## config.mk

```make
export PLATFORM = sky130hd
export DESIGN_NAME = alu_operand_loader
export DESIGN_NICKNAME = d
export VERILOG_FILES = /design/src/rtl/alu_operand_loader.sv
export SDC_FILE = /design/constraint.sdc
export NUM_CORES = 1
export LEC_CHECK = 0
export CORE_ASPECT_RATIO = 1.2
export CORE_UTILIZATION = 47
export DETAILED_ROUTE_END_ITERATION = 16
export GPL_TIMING_DRIVEN = 0
export PLACE_DENSITY = 0.81
export SETUP_SLACK_MARGIN = 0.1
export SLEW_MARGIN = 20
export SYNTH_ARGS = -nofsm -noshare
export SYNTH_HDL_FRONTEND = slang
export SYNTH_SLANG_ARGS = --single-unit
```

## constraint.sdc

```tcl
create_clock -name CLK -period 4.5 [get_ports CLK]
set_clock_uncertainty 0.2 [all_clocks]
set_input_delay 0.9 -clock CLK [delete_from_list [all_inputs] [get_ports CLK]]
set_output_delay 0.9 -clock CLK [all_outputs]
set_load 0.02 [all_outputs]
```

## src/rtl/alu_operand_loader.sv

```systemverilog
// Purpose: sequences OP1, OP2 and OPCODE loads from a shared switch bus via one load button, then registers the ALU result.
// Latency: a load lands 2 edges after the button is first sampled high; the result registers on the EXEC cycle after the opcode load.
// Backpressure: none; a press seen while in EXEC is dropped, never queued.
module alu_operand_loader #(
  parameter int DATA_BUS   = 8,
  parameter int OPCODE_BUS = 6
) (
  input  logic                  CLK,
  input  logic                  RST,
  input  logic [DATA_BUS-1:0]   SW,
  input  logic                  BTN_LOAD,
  input  logic [DATA_BUS-1:0]   ALU_OUT,
  output logic [DATA_BUS-1:0]   OP1,
  output logic [DATA_BUS-1:0]   OP2,
  output logic [OPCODE_BUS-1:0] OPCODE,
  output logic [DATA_BUS-1:0]   RESULT,
  output logic                  RESULT_VALID,
  output logic                  ERR,
  output logic [1:0]            STATE
);

  typedef enum logic [1:0] {
    W_OP1 = 2'b00,
    W_OP2 = 2'b01,
    W_OPC = 2'b10,
    EXEC  = 2'b11
  } state_t;

  localparam logic [OPCODE_BUS-1:0] OPC_ADD = OPCODE_BUS'(6'b100000);
  localparam logic [OPCODE_BUS-1:0] OPC_SUB = OPCODE_BUS'(6'b100010);
  localparam logic [OPCODE_BUS-1:0] OPC_AND = OPCODE_BUS'(6'b100100);
  localparam logic [OPCODE_BUS-1:0] OPC_OR  = OPCODE_BUS'(6'b100101);
  localparam logic [OPCODE_BUS-1:0] OPC_XOR = OPCODE_BUS'(6'b100110);
  localparam logic [OPCODE_BUS-1:0] OPC_SRA = OPCODE_BUS'(6'b000011);
  localparam logic [OPCODE_BUS-1:0] OPC_SRL = OPCODE_BUS'(6'b000010);
  localparam logic [OPCODE_BUS-1:0] OPC_NOR = OPCODE_BUS'(6'b100111);

  state_t state;
  logic   btn_s1;
  logic   btn_s2;
  logic   btn_d;
  logic   ld;
  logic   opc_legal;

  // Bring the raw button into the clock domain and keep one cycle of history for rising-edge detection.
  always_ff @(posedge CLK or posedge RST) begin
    if (RST) begin
      btn_s1 <= 1'b0;
      btn_s2 <= 1'b0;
      btn_d  <= 1'b0;
    end else begin
      btn_s1 <= BTN_LOAD;
      btn_s2 <= btn_s1;
      btn_d  <= btn_s2;
    end
  end

  // One-cycle load strobe per press; holding the button never repeats it, bounce shows up as extra presses.
  assign ld = btn_s2 & ~btn_d;

  // Decode whether the registered opcode is one the ALU implements.
  always_comb begin
    opc_legal = 1'b0;
    case (OPCODE)
      OPC_ADD, OPC_SUB, OPC_AND, OPC_OR,
      OPC_XOR, OPC_SRA, OPC_SRL, OPC_NOR: opc_legal = 1'b1;
      default:                            opc_legal = 1'b0;
    endcase
  end

  // Load sequencer: each strobe fills the next field, then one EXEC cycle captures the ALU result or flags the opcode.
  always_ff @(posedge CLK or posedge RST) begin
    if (RST) begin
      state        <= W_OP1;
      OP1          <= '0;
      OP2          <= '0;
      OPCODE       <= '0;
      RESULT       <= '0;
      RESULT_VALID <= 1'b0;
      ERR          <= 1'b0;
    end else begin
      case (state)
        W_OP1: begin
          if (ld) begin
            OP1          <= SW;
            RESULT_VALID <= 1'b0;
            ERR          <= 1'b0;
            state        <= W_OP2;
          end
        end
        W_OP2: begin
          if (ld) begin
            OP2   <= SW;
            state <= W_OPC;
          end
        end
        W_OPC: begin
          if (ld) begin
            OPCODE <= SW[OPCODE_BUS-1:0];
            state  <= EXEC;
          end
        end
        EXEC: begin
          // The ALU has had a full cycle to settle on the new operand set; an illegal opcode keeps the old result.
          if (opc_legal) begin
            RESULT       <= ALU_OUT;
            RESULT_VALID <= 1'b1;
          end else begin
            RESULT_VALID <= 1'b0;
            ERR          <= 1'b1;
          end
          state <= W_OP1;
        end
      endcase
    end
  end

  assign STATE = state;

endmodule

```

Word level (Yosys, flattened, before mapping)
Index checks and enable logic that the tools add are counted.
Operators by class
  bitwise gates (word level): 2
  mux-type cells: 10
  eq/ne operators: 15
  reduce and logical (&&, ||, !) cells: 10
Operators with widths (count)
  $eq A6 B6 Y1 const B: 6
  $eq A6 B2 Y1 const B: 2
  $reduce_and A2 Y1: 5
  $ne A2 B2 Y1 const B: 4
  $pmux W2 S4: 1
  $reduce_or A8 Y1: 1
  $mux W2: 3
  $reduce_and A3 Y1: 2
  $eq A2 B2 Y1 const B: 2
  $mux W1: 4
  $pmux W1 S2: 2
  $eq A2 B1 Y1 const B: 1
  $logic_not A2 Y1: 1
  $reduce_bool A2 Y1: 1
  $and A1 B1 Y1: 1
  $not A1 Y1: 1
Storage, ports and cells
  register bits: 37
  logic and storage cells: 47
  output and inout port bits: 34

Logic depth before layout (Yosys ltp)
Gate-level depths: netlist of the first run.
  depth in word-level cells: 5
  depth in mapped cells: 6

Worst setup path before layout of the first run
No wires, ideal clock.
  kind: reg-to-reg
  start point: reg state[0], in the netlist STATE[0]
  end point: reg OP1[0]
  period minus slack after synthesis: 1.761 ns
  arrival: 1.436 ns
  cell stages (with the launch flop): 6
  buffers on the path: 1
  library setup time: 0.125 ns
  setup slack: 2.739 ns
  path through: dfrtp_1 -> inv_1 -> ha_1 -> nand3b_1 -> buf_4 -> mux2_2
Between the ends
  longest elaborated chain between the ends: 2
Ends and longest elaborated chain
  from (decl): line 38  | state_t state;
  from (signal assigned): line 74  | state <= W_OP1;
  from (signal assigned): line 88  | state <= W_OP2;
  from (signal assigned): line 94  | state <= W_OPC;
  $logic_not A2 Y1: line 82  | case (state)
  $reduce_and A2 Y1 (no line)
  to (signal assigned): line 75  | OP1 <= '0;
  to (signal assigned): line 85  | OP1 <= SW;
  to (decl): line 13  | output logic [DATA_BUS-1:0] OP1,
No other way between the ends.
A chain may end at the register's enable or synchronous reset.

Worst setup path in the final report of the first run
  start point: reg OPCODE[5]
  end point: out OPCODE[5]
RTL lines
  from (decl): line 15  | output logic [OPCODE_BUS-1:0] OPCODE,
  from (signal assigned): line 99  | OPCODE <= SW[OPCODE_BUS-1:0];
No word-level cell between the ends.

==> results.yml, run 1 <==
global_route:
  grt-ovfl-total: 0
  grt_use_total: 0.212
  first_global_vias: 1072
  antenna_found_initial: 0
  grt_max_degree: 38
  grt_pass1_wl_microns: 5000
detailed_routing:
  vias_per_cell: 5.14
  drtAntennaViolNets: 0
  detail_route.drc_violations: 0
  finalWirelength_microns: 3010
  routedWlPerCell_microns: 15.5
  firstDrtPassIters: 2
  dr.first_iter.drc_count: 26
  vias: 998
worst_setup_path:
  reg2reg_slack_ps: 2710
  critical_path_depth: 1
  crit_path_end_kind: "primary output"
  ff2ff_path_depth: 5
  path_cells: "clkdlybuf4s50_1"
  cp_top_family: "buffers and inverters"
  crit_type: "reg2out"
  critPathArrivalTime_ps: 1430
  cp_num_buf_inv: 1
  start_kind: "register"
  cp_slowest_cell: "clkdlybuf4s50_1"
  cpPeakStageDelay_ps: 650
  required_ps: 3400
  cp_max_fo: 4
timing:
  rsz0062_at_grt: "no"
  finalCritPeriodShare: 0.563
  timing.fmax_mhz: 395
  finalHoldViolCount: 0
  period_minus_slack_ps: 2530
  tns_ps: 0
  drv_slew: 0
  worst_pin_slew_ps: 735
  relSlewSlack: 0.509
  setup_violations: 0
place:
  numPlacedInstances: 186
  io_buffers: 52
  place.gp.congestion: 0.707
  hpwl_microns: 2220
  dpl_cell_area_sq_um: 2070
floorplan:
  rows: 22
  initial_utilization: 0.493
  core_region_area_sq_um: 3060
  die_h_microns: 64.0
  die-area_sq_um: 3430
  die_x_microns: 53.7
  ios: 53
clock_tree:
  cts_buffers: 5
  cts-root-buf: "clkbuf_4"
  clk_latency_ps: 350
  cts_resized: 0
  cts_buffer_depth: 2
  cts_tree: "yes"
  cts_setup_buffers: 0
  htreeDepth: 2
  cts.clk_slew.worst_paths_ps: 110
  hold_buffers: 0
  cts.sinks: 37
yosys:
  yosys_register_bits: 37
  syn_nets: 122
  ys_warn_count: 0
  synth_cells: 98
  syn_area_per_cell_sq_um: 15.4
  synthMuxAreaShare: 0.231
  synth_top_family_by_area: "multiplexers"
  seq_area_frac_synth: 0.615
  synth_xor_area_frac: 0
  synth_compound_area_frac: 0.0482
  synthDistinctLibCells: 20
  synthAdderAreaFrac: 0.0416
  synth_simple_gate_area_share: 0.0466
  syn_area_sq_um: 1510
worst_hold_path:
  hold_path_depth: 0
  hold_path.class: "reg2reg"
cells_and_area:
  drive_gt1_frac: 0.285
  finalInstanceArea_sq_um: 2130
  fin_nets: 181
  finalNonFillerCells: 194
  area_growth_pct: 41.2
  antennaDiodeCount: 0
outcome:
  outcome: "finished, final reports clean"
power_and_ir_drop:
  ir_worst_vdd_v: 0.000540
  pwr_density_cell_nw_per_um2: 746
  fin_total_pwr_uw: 1590
  leakage_uw: 0.000897
run:
  maxCapViolations: 0
-- Yosys cell counts --
library cell  instances  area (sq um)
a21bo_2               1          10.0
nor2_1                2          7.51
o31a_1                1          8.76
nand2_2               1          6.26
inv_1                 5          18.8
mux2_2               30           338
nand2_1               1          3.75
nor2b_1               1          6.26
nand3b_1              2          15.0
nor3b_2               1          12.5
o211ai_4              1          21.3
o21ai_0               4          20.0
buf_4                 1          7.51
nor3_1                1          5.00
dfrtp_1              37           926
a21oi_1               1          5.00
mux2i_1               1          10.0
o31ai_1               1          7.51
ha_1                  5          62.6
nor2b_4               1          13.8
-- worst paths after layout --
check,end,startpoint
max in group asynchronous,OP1[4],RST
worst min register to register,btn_s2,btn_s1
worst max-delay path,OPCODE[5],OPCODE[5]
worst max register to register,OP1[6],STATE[0]
min in group asynchronous,OPCODE[0],RST
worst min-delay path,btn_s2,btn_s1
-- metal layers --
| metal | vias up | global-route usage | share of wire |
|---|---|---|---|
| met5 | - | 0 | 0 |
| met4 | 0 | 0.0888 | 0.019 |
| met3 | 8 | 0.105 | 0.095 |
| met2 | 44 | 0.340 | 0.50 |
| met1 | 488 | 0.229 | 0.38 |
| li1 | 458 | - | - |
-- cell usage in the layout (no fill, tap or decap) --
master / n
clkdlybuf4s50_1: 52
dfrtp_1: 37
mux2_2: 30
ha_1: 5
clkbuf_4: 5
inv_1: 4
o21ai_0: 4
nand3b_1: 2
nor2_1: 2
clkinv_2: 2
buf_4: 1
nor2b_1: 1
nor3b_2: 1
o211ai_4: 1
nor2b_4: 1
nand2_1: 1
nand2_2: 1
inv_2: 1
nor3_1: 1
o31ai_1: 1
a21oi_1: 1
a21bo_2: 1
mux2i_1: 1
o31a_1: 1
clkinvlp_4: 1
-- cells by family after synthesis --
logic type / after synthesis
AND/OR/NAND/NOR: 10
flip-flops: 37
multiplexers: 31
adder cells (fa/ha/maj): 5
buffers and inverters: 6
AO/OA/AOI/OAI: 9
-- sequential cells by signal (all words and copies together), names as in the netlist --
register / count
OP1: 8
STATE: 2
RESULT_VALID: 1
ERR: 1
OP2: 8
btn_d: 1
OPCODE: 6
RESULT: 8
btn_s1: 1
btn_s2: 1
-- metrics by stage --
step                hold WS (ps)  utilization  setup WS [ps]
finish                       158        0.696           1970
global placement             137        0.678           1820
floorplan                    131            -           2570
detailed placement           135        0.678           2340
CTS                          160        0.696           1950
global route                 163        0.696           1900
-- final cells by class --
cell class              instances  area (sq um)
clock buffers                   5          37.5
fillers                       221           930
multi-input cells              55           553
inverters                       5          18.8
well taps                      36          45.0
flip-flops and latches         37           926
plain buffers                   1          7.51
clock inverters                 3          17.5
repair buffers                 52           520
-- where the power goes --
part	switching [uW]	total (uW)	internal, uW	leakage, uW
clock	112	170	58.8	0.0000310
combinational	391	831	441	0.000433
sequential	96.4	585	488	0.000433
Note: power is estimated with default switching activity, not from simulation.
==> run 2: changes to the inputs <==
- CORE_UTILIZATION: 47 -> 44
- PLACE_DENSITY: 0.81 -> 0.76
- clock period: 4.5 -> 2.6 ns (I/O delays scaled with it)
==> run 2 against run 1 <==
Power grew 76%. Core utilization shrank 1.9 points. Wire length shrank 0.73%. Cell area grew 0.71%. Non-clock buffer count is the same. Clock-buffer cell count grew 2. Hold slack gained 5.1 ps.
==> results.yml, run 2 (synthesis results as in run 1) <==
worst_hold_path:
  worstHoldEndpoint: "btn_s2"
  hold_path.class: "reg2reg"
  hold_path_depth: 0
  holdCritStartpoint: "btn_s1"
power_and_ir_drop:
  p_comb_frac: 0.517
  swShare: 0.367
  p_switching_uw: 1020
  pwr-share-seq: 0.363
  internal_power_uw: 1760
  ir_worst_vdd_v: 0.000792
  leakage_uw: 0.000907
  pwr_density_cell_nw_per_um2: 1300
  pwr-share-clk: 0.120
worst_setup_path:
  start_kind: "register"
  critPathArrivalTime_ps: 1410
  crit_type: "reg2out"
  cp_top_family: "buffers and inverters"
  cp_slowest_cell: "clkdlybuf4s50_1"
  r2r-end: "OP1[0]"
  required_ps: 1880
  r2r-start: "STATE[0]"
  ff2ff_path_depth: 5
  cp_max_fo: 4
  cpPeakStageDelay_ps: 640
  crit_path_end_kind: "primary output"
  path_cells: "clkdlybuf4s50_1"
  cp_num_buf_inv: 1
  reg2reg_slack_ps: 830
place:
  numPlacedInstances: 186
  dpl_cell_area_sq_um: 2070
  hpwl_microns: 2150
  place.gp.congestion: 0.693
  io_buffers: 52
detailed_routing:
  finalWirelength_microns: 2980
  routedWlPerCell_microns: 15.4
  vias: 996
  firstDrtPassIters: 4
  vias_per_cell: 5.13
  dr.first_iter.drc_count: 16
  detail_route.drc_violations: 0
  drtAntennaViolNets: 0
timing:
  period_minus_slack_ps: 2130
  drv_slew: 0
  finalCritPeriodShare: 0.821
  timing.fmax_mhz: 469
  relSlewSlack: 0.491
  tns_ps: 0
  worst_pin_slew_ps: 762
  rsz0062_at_grt: "no"
  finalHoldViolCount: 0
  setup_violations: 0
cells_and_area:
  area_growth_pct: 42.2
  reg_top3: "OP1 x8, OP2 x8, RESULT x8"
  finalNonFillerCells: 194
  fin_nets: 181
  regArea_sq_um: 926
  final_common_cell: "clkdlybuf4s50_1"
  multiInputGateArea_sq_um: 553
  drive_gt1_frac: 0.285
  layout_common_cells: "clkdlybuf4s50_1, dfrtp_1, mux2_2"
  fin_util: 0.676
  antennaDiodeCount: 0
  nFillCells: 247
  finalInstanceArea_sq_um: 2140
clock_tree:
  cts_setup_buffers: 0
  cts-root-buf: "clkbuf_4"
  cts_tree: "yes"
  cts.clk_slew.worst_paths_ps: 100
  htreeDepth: 2
  cts.sinks: 37
  clk_latency_ps: 340
  cts_buffer_depth: 2
  cts_buffers: 5
  cts_resized: 0
  hold_buffers: 0
global_route:
  grt_max_degree: 38
  grt_pass1_wl_microns: 4920
  antenna_found_initial: 0
  grt_use_total: 0.184
  grt-ovfl-total: 0
  first_global_vias: 1092
floorplan:
  core_region_area_sq_um: 3170
  die_x_microns: 55.4
  die_h_microns: 66.1
  die-area_sq_um: 3660
  rows: 22
  initial_utilization: 0.475
  ios: 53
run:
  maxCapViolations: 0
outcome:
  outcome: "finished, final reports clean"
==> run 2: cell types whose count changed in the layout (fill, tap and decap cells not counted) <==
cell / change
clkbuf_8: +2
clkinvlp_4: -1
clkinv_2: -1
==> run 2: layer usage <==
| metal | up-vias | routed length [microns] | global-route usage |
|---|---|---|---|
| met5 | - | 0 | 0 |
| met4 | 0 | 85 | 0.113 |
| met3 | 9 | 229 | 0.0587 |
| met2 | 47 | 1490 | 0.330 |
| met1 | 478 | 1180 | 0.186 |
| li1 | 462 | - | - |
==> run 2: how the worst max path moves through the flow <==
stage	startpoint	cells after the start	slack, ps	end
after floorplan	STATE[0]	5	840	OP1[0]
after global placement	RST	2	310	OP1[3]
after detailed placement	OPCODE[5]	1	830	OPCODE[5]
after CTS	OPCODE[5]	1	430	OPCODE[5]
after global routing	OPCODE[5]	1	420	OPCODE[5]
final	OPCODE[5]	1	470	OPCODE[5]
==> run 2: worst register-to-register path: cells and delay by family, from the launching register on <==
kind	cells	cell delay [ps]
buffers and inverters	2	300
multiplexers	1	360
adder cells (fa/ha/maj)	1	260
AND/OR/NAND/NOR	1	120
flip-flops	1	420
==> run 2: cell type report <==
class,count,area share
flip-flops and latches,37,0.432
clock inverters,1,0.00234
multi-input cells,55,0.258
repair buffers,52,0.243
well taps,36,0.0210
inverters,5,0.00877
plain buffers,1,0.00351
clock buffers,7,0.0304
==> run 2: power by group through the flow <==
stage / Sequential [uW] / Clock (uW) / Combinational (uW)
2_1_floorplan: 1340 / 0 / 445
3_3_place_gp: 1000 / 0 / 1410
3_5_place_dp: 1030 / 0 / 1450
4_1_cts: 1020 / 349 / 1460
5_1_grt: 1050 / 374 / 1530
6_report: 1010 / 336 / 1440
==> run 2: stage by stage <==
step	power [uW]	setup WS, ps	hold WS [ps]
after floorplan	1780	839	131
after global placement	2410	315	135
after detailed placement	2480	831	146
after CTS	2820	434	170
after global routing	2950	421	191
final	2790	466	164
==> run 3: changes to the inputs <==
- CORE_UTILIZATION: 44 -> 40
- PLACE_DENSITY: 0.76 -> 0.73
- clock period: 2.6 -> 1.76 ns (I/O delays scaled with it)
==> run 3 against run 2 <==
The run now ends with DRC left. Sequential power up 50%. Global-route usage increased by 0.57 points. Flip-flop and latch count unchanged. Hold slack got worse by 9.6 ps. Clock power up 130%. Wire length increased by 12%. Combinational power rose by 40%. Register-to-register slack worse by 790 ps. Clock-buffer cell count is the same. Non-clock buffer count grew 2. Setup slack worse by 430 ps. Die area grew 9.7%. Critical path type is now reg2reg.
==> results.yml, run 3 (synthesis results as in run 1) <==
outcome:
  outcome: "finished with violations"
  violations: "DRC"
timing:
  timing.fmax_mhz: 581
  finalCritPeriodShare: 0.978
  rsz0062_at_grt: "yes"
  drv_slew: 0
  relSlewSlack: 0.502
  setup_violations: 0
  tns_ps: 0
  period_minus_slack_ps: 1720
  worst_pin_slew_ps: 746
  finalHoldViolCount: 0
power_and_ir_drop:
  fin_total_pwr_uw: 4290
  ir_worst_vdd_v: 0.00109
  leakage_uw: 0.00101
  pwr_density_cell_nw_per_um2: 1920
clock_tree:
  cts.clk_slew.worst_paths_ps: 70
  clk_latency_ps: 290
  cts-root-buf: "clkbuf_8"
  cts_tree: "yes"
  htreeDepth: 2
  cts_buffer_depth: 2
  cts.sinks: 37
  cts_buffers: 5
worst_setup_path:
  critPathArrivalTime_ps: 1700
  crit_path_end_kind: "register"
  crit_type: "reg2reg"
  required_ps: 1740
  ff2ff_path_depth: 4
  cp_max_fo: 5
  start_kind: "register"
cells_and_area:
  antennaDiodeCount: 0
  drive_gt1_frac: 0.342
  fin_util: 0.621
  finalNonFillerCells: 200
  reg_top3: "OP1 x8, OP2 x8, RESULT x8"
  nFillCells: 298
  final_common_cell: "dfrtp_1"
  fin_nets: 184
  area_growth_pct: 48.7
  layout_common_cells: "dfrtp_1, dlygate4sd2_1, mux2_2"
detailed_routing:
  vias: 1041
  dr.first_iter.drc_count: 23
  drtAntennaViolNets: 0
  vias_per_cell: 5.21
  routedWlPerCell_microns: 16.7
  finalWirelength_microns: 3350
  firstDrtPassIters: 10
  detail_route.drc_violations: 2
global_route:
  grt-ovfl-total: 0
  grt_max_degree: 38
  grt_util_met3: 0.0784
  grt_use_total: 0.190
  gr-usage-met2: 0.310
  antenna_found_initial: 0
  first_global_vias: 1155
  use_met1: 0.218
  busiest_layer: "met2"
  grt_pass1_wl_microns: 5600
place:
  place.gp.congestion: 0.706
  numPlacedInstances: 189
  io_buffers: 52
  hpwl_microns: 2250
floorplan:
  die-area_sq_um: 4010
  die_x_microns: 58
  core_region_area_sq_um: 3600
  die_h_microns: 69.2
  rows: 24
  initial_utilization: 0.418
  ios: 53
worst_hold_path:
  hold_path_depth: 0
  hold_path.class: "reg2reg"
run:
  maxCapViolations: 0
[run 3: changes by cell type in the layout (fill, tap and decap cells not counted), moves of 2 or more]
cell / previous run / this run
dfrtp_1: 37 / 34
mux2_4: 0 / 4
clkdlybuf4s50_1: 52 / 18
mux2_2: 30 / 26
clkbuf_4: 5 / 0
clkbuf_8: 2 / 6
dlygate4sd2_1: 0 / 32
dfrtp_2: 0 / 3
ha_1: 5 / 3
ha_4: 0 / 2
[run 3: final timing paths]
check,from,end,slack [ps]
max in group asynchronous,RST,STATE[1],530
hold reg to reg,btn_s1,btn_s2,150
hold / removal,btn_s1,btn_s2,150
setup / recovery,STATE[1],RESULT[6],40
setup reg to reg,STATE[1],RESULT[6],40
min in group asynchronous,RST,RESULT[3],310
[run 3: area by class of cell]
class                      count  area, sq um  area share
buffer                         1         11.3     0.00503
clock buffer                   7         86.3      0.0386
clock inverter                 1         30.0      0.0134
inverter                       5         18.8     0.00838
multi-input combinational     56          623       0.278
sequential                    37          930       0.415
tap                           39         48.8      0.0218
timing repair buffer          54          490       0.219
[run 3: critical path, stage by stage, from the launching register on]
cell and delay, ps:
dfrtp_2 420, ha_4 150, nor3b_4 320, o211ai_4 190
mux2_4 330
[run 3: per-stage QoR]
stage / hold slack (ps) / instance area, sq um / worst slack, ps
floorplan: 131 / 1510 / 86.5
global placement: 137 / 2080 / -478
detailed placement: 142 / 2080 / 19.2
CTS: 158 / 2220 / 45.6
global route: 159 / 2240 / 0.0473
finish: 154 / 2240 / 38.2
[run 3: timing repair]
item                       in CTS  in global routing
cloned                          1                  0
pin swaps                       3                  1
resized for setup              41                  9
hold buffers                    0                  0
setup endpoints to repair      58                 36
setup buffers                   2                  0
[run 3: report_power, final]
part	internal [uW]	switching [uW]	total [uW]
logic	940	1070	2010
clock network	462	301	763
registers	1260	262	1520
[run 3: per-layer routing]
layer | vias up | wire [microns]
met1 | 527 | 1360
met3 | 5 | 230
met5 | - | 0
li1 | 467 | -
met4 | 0 | 52
met2 | 42 | 1710
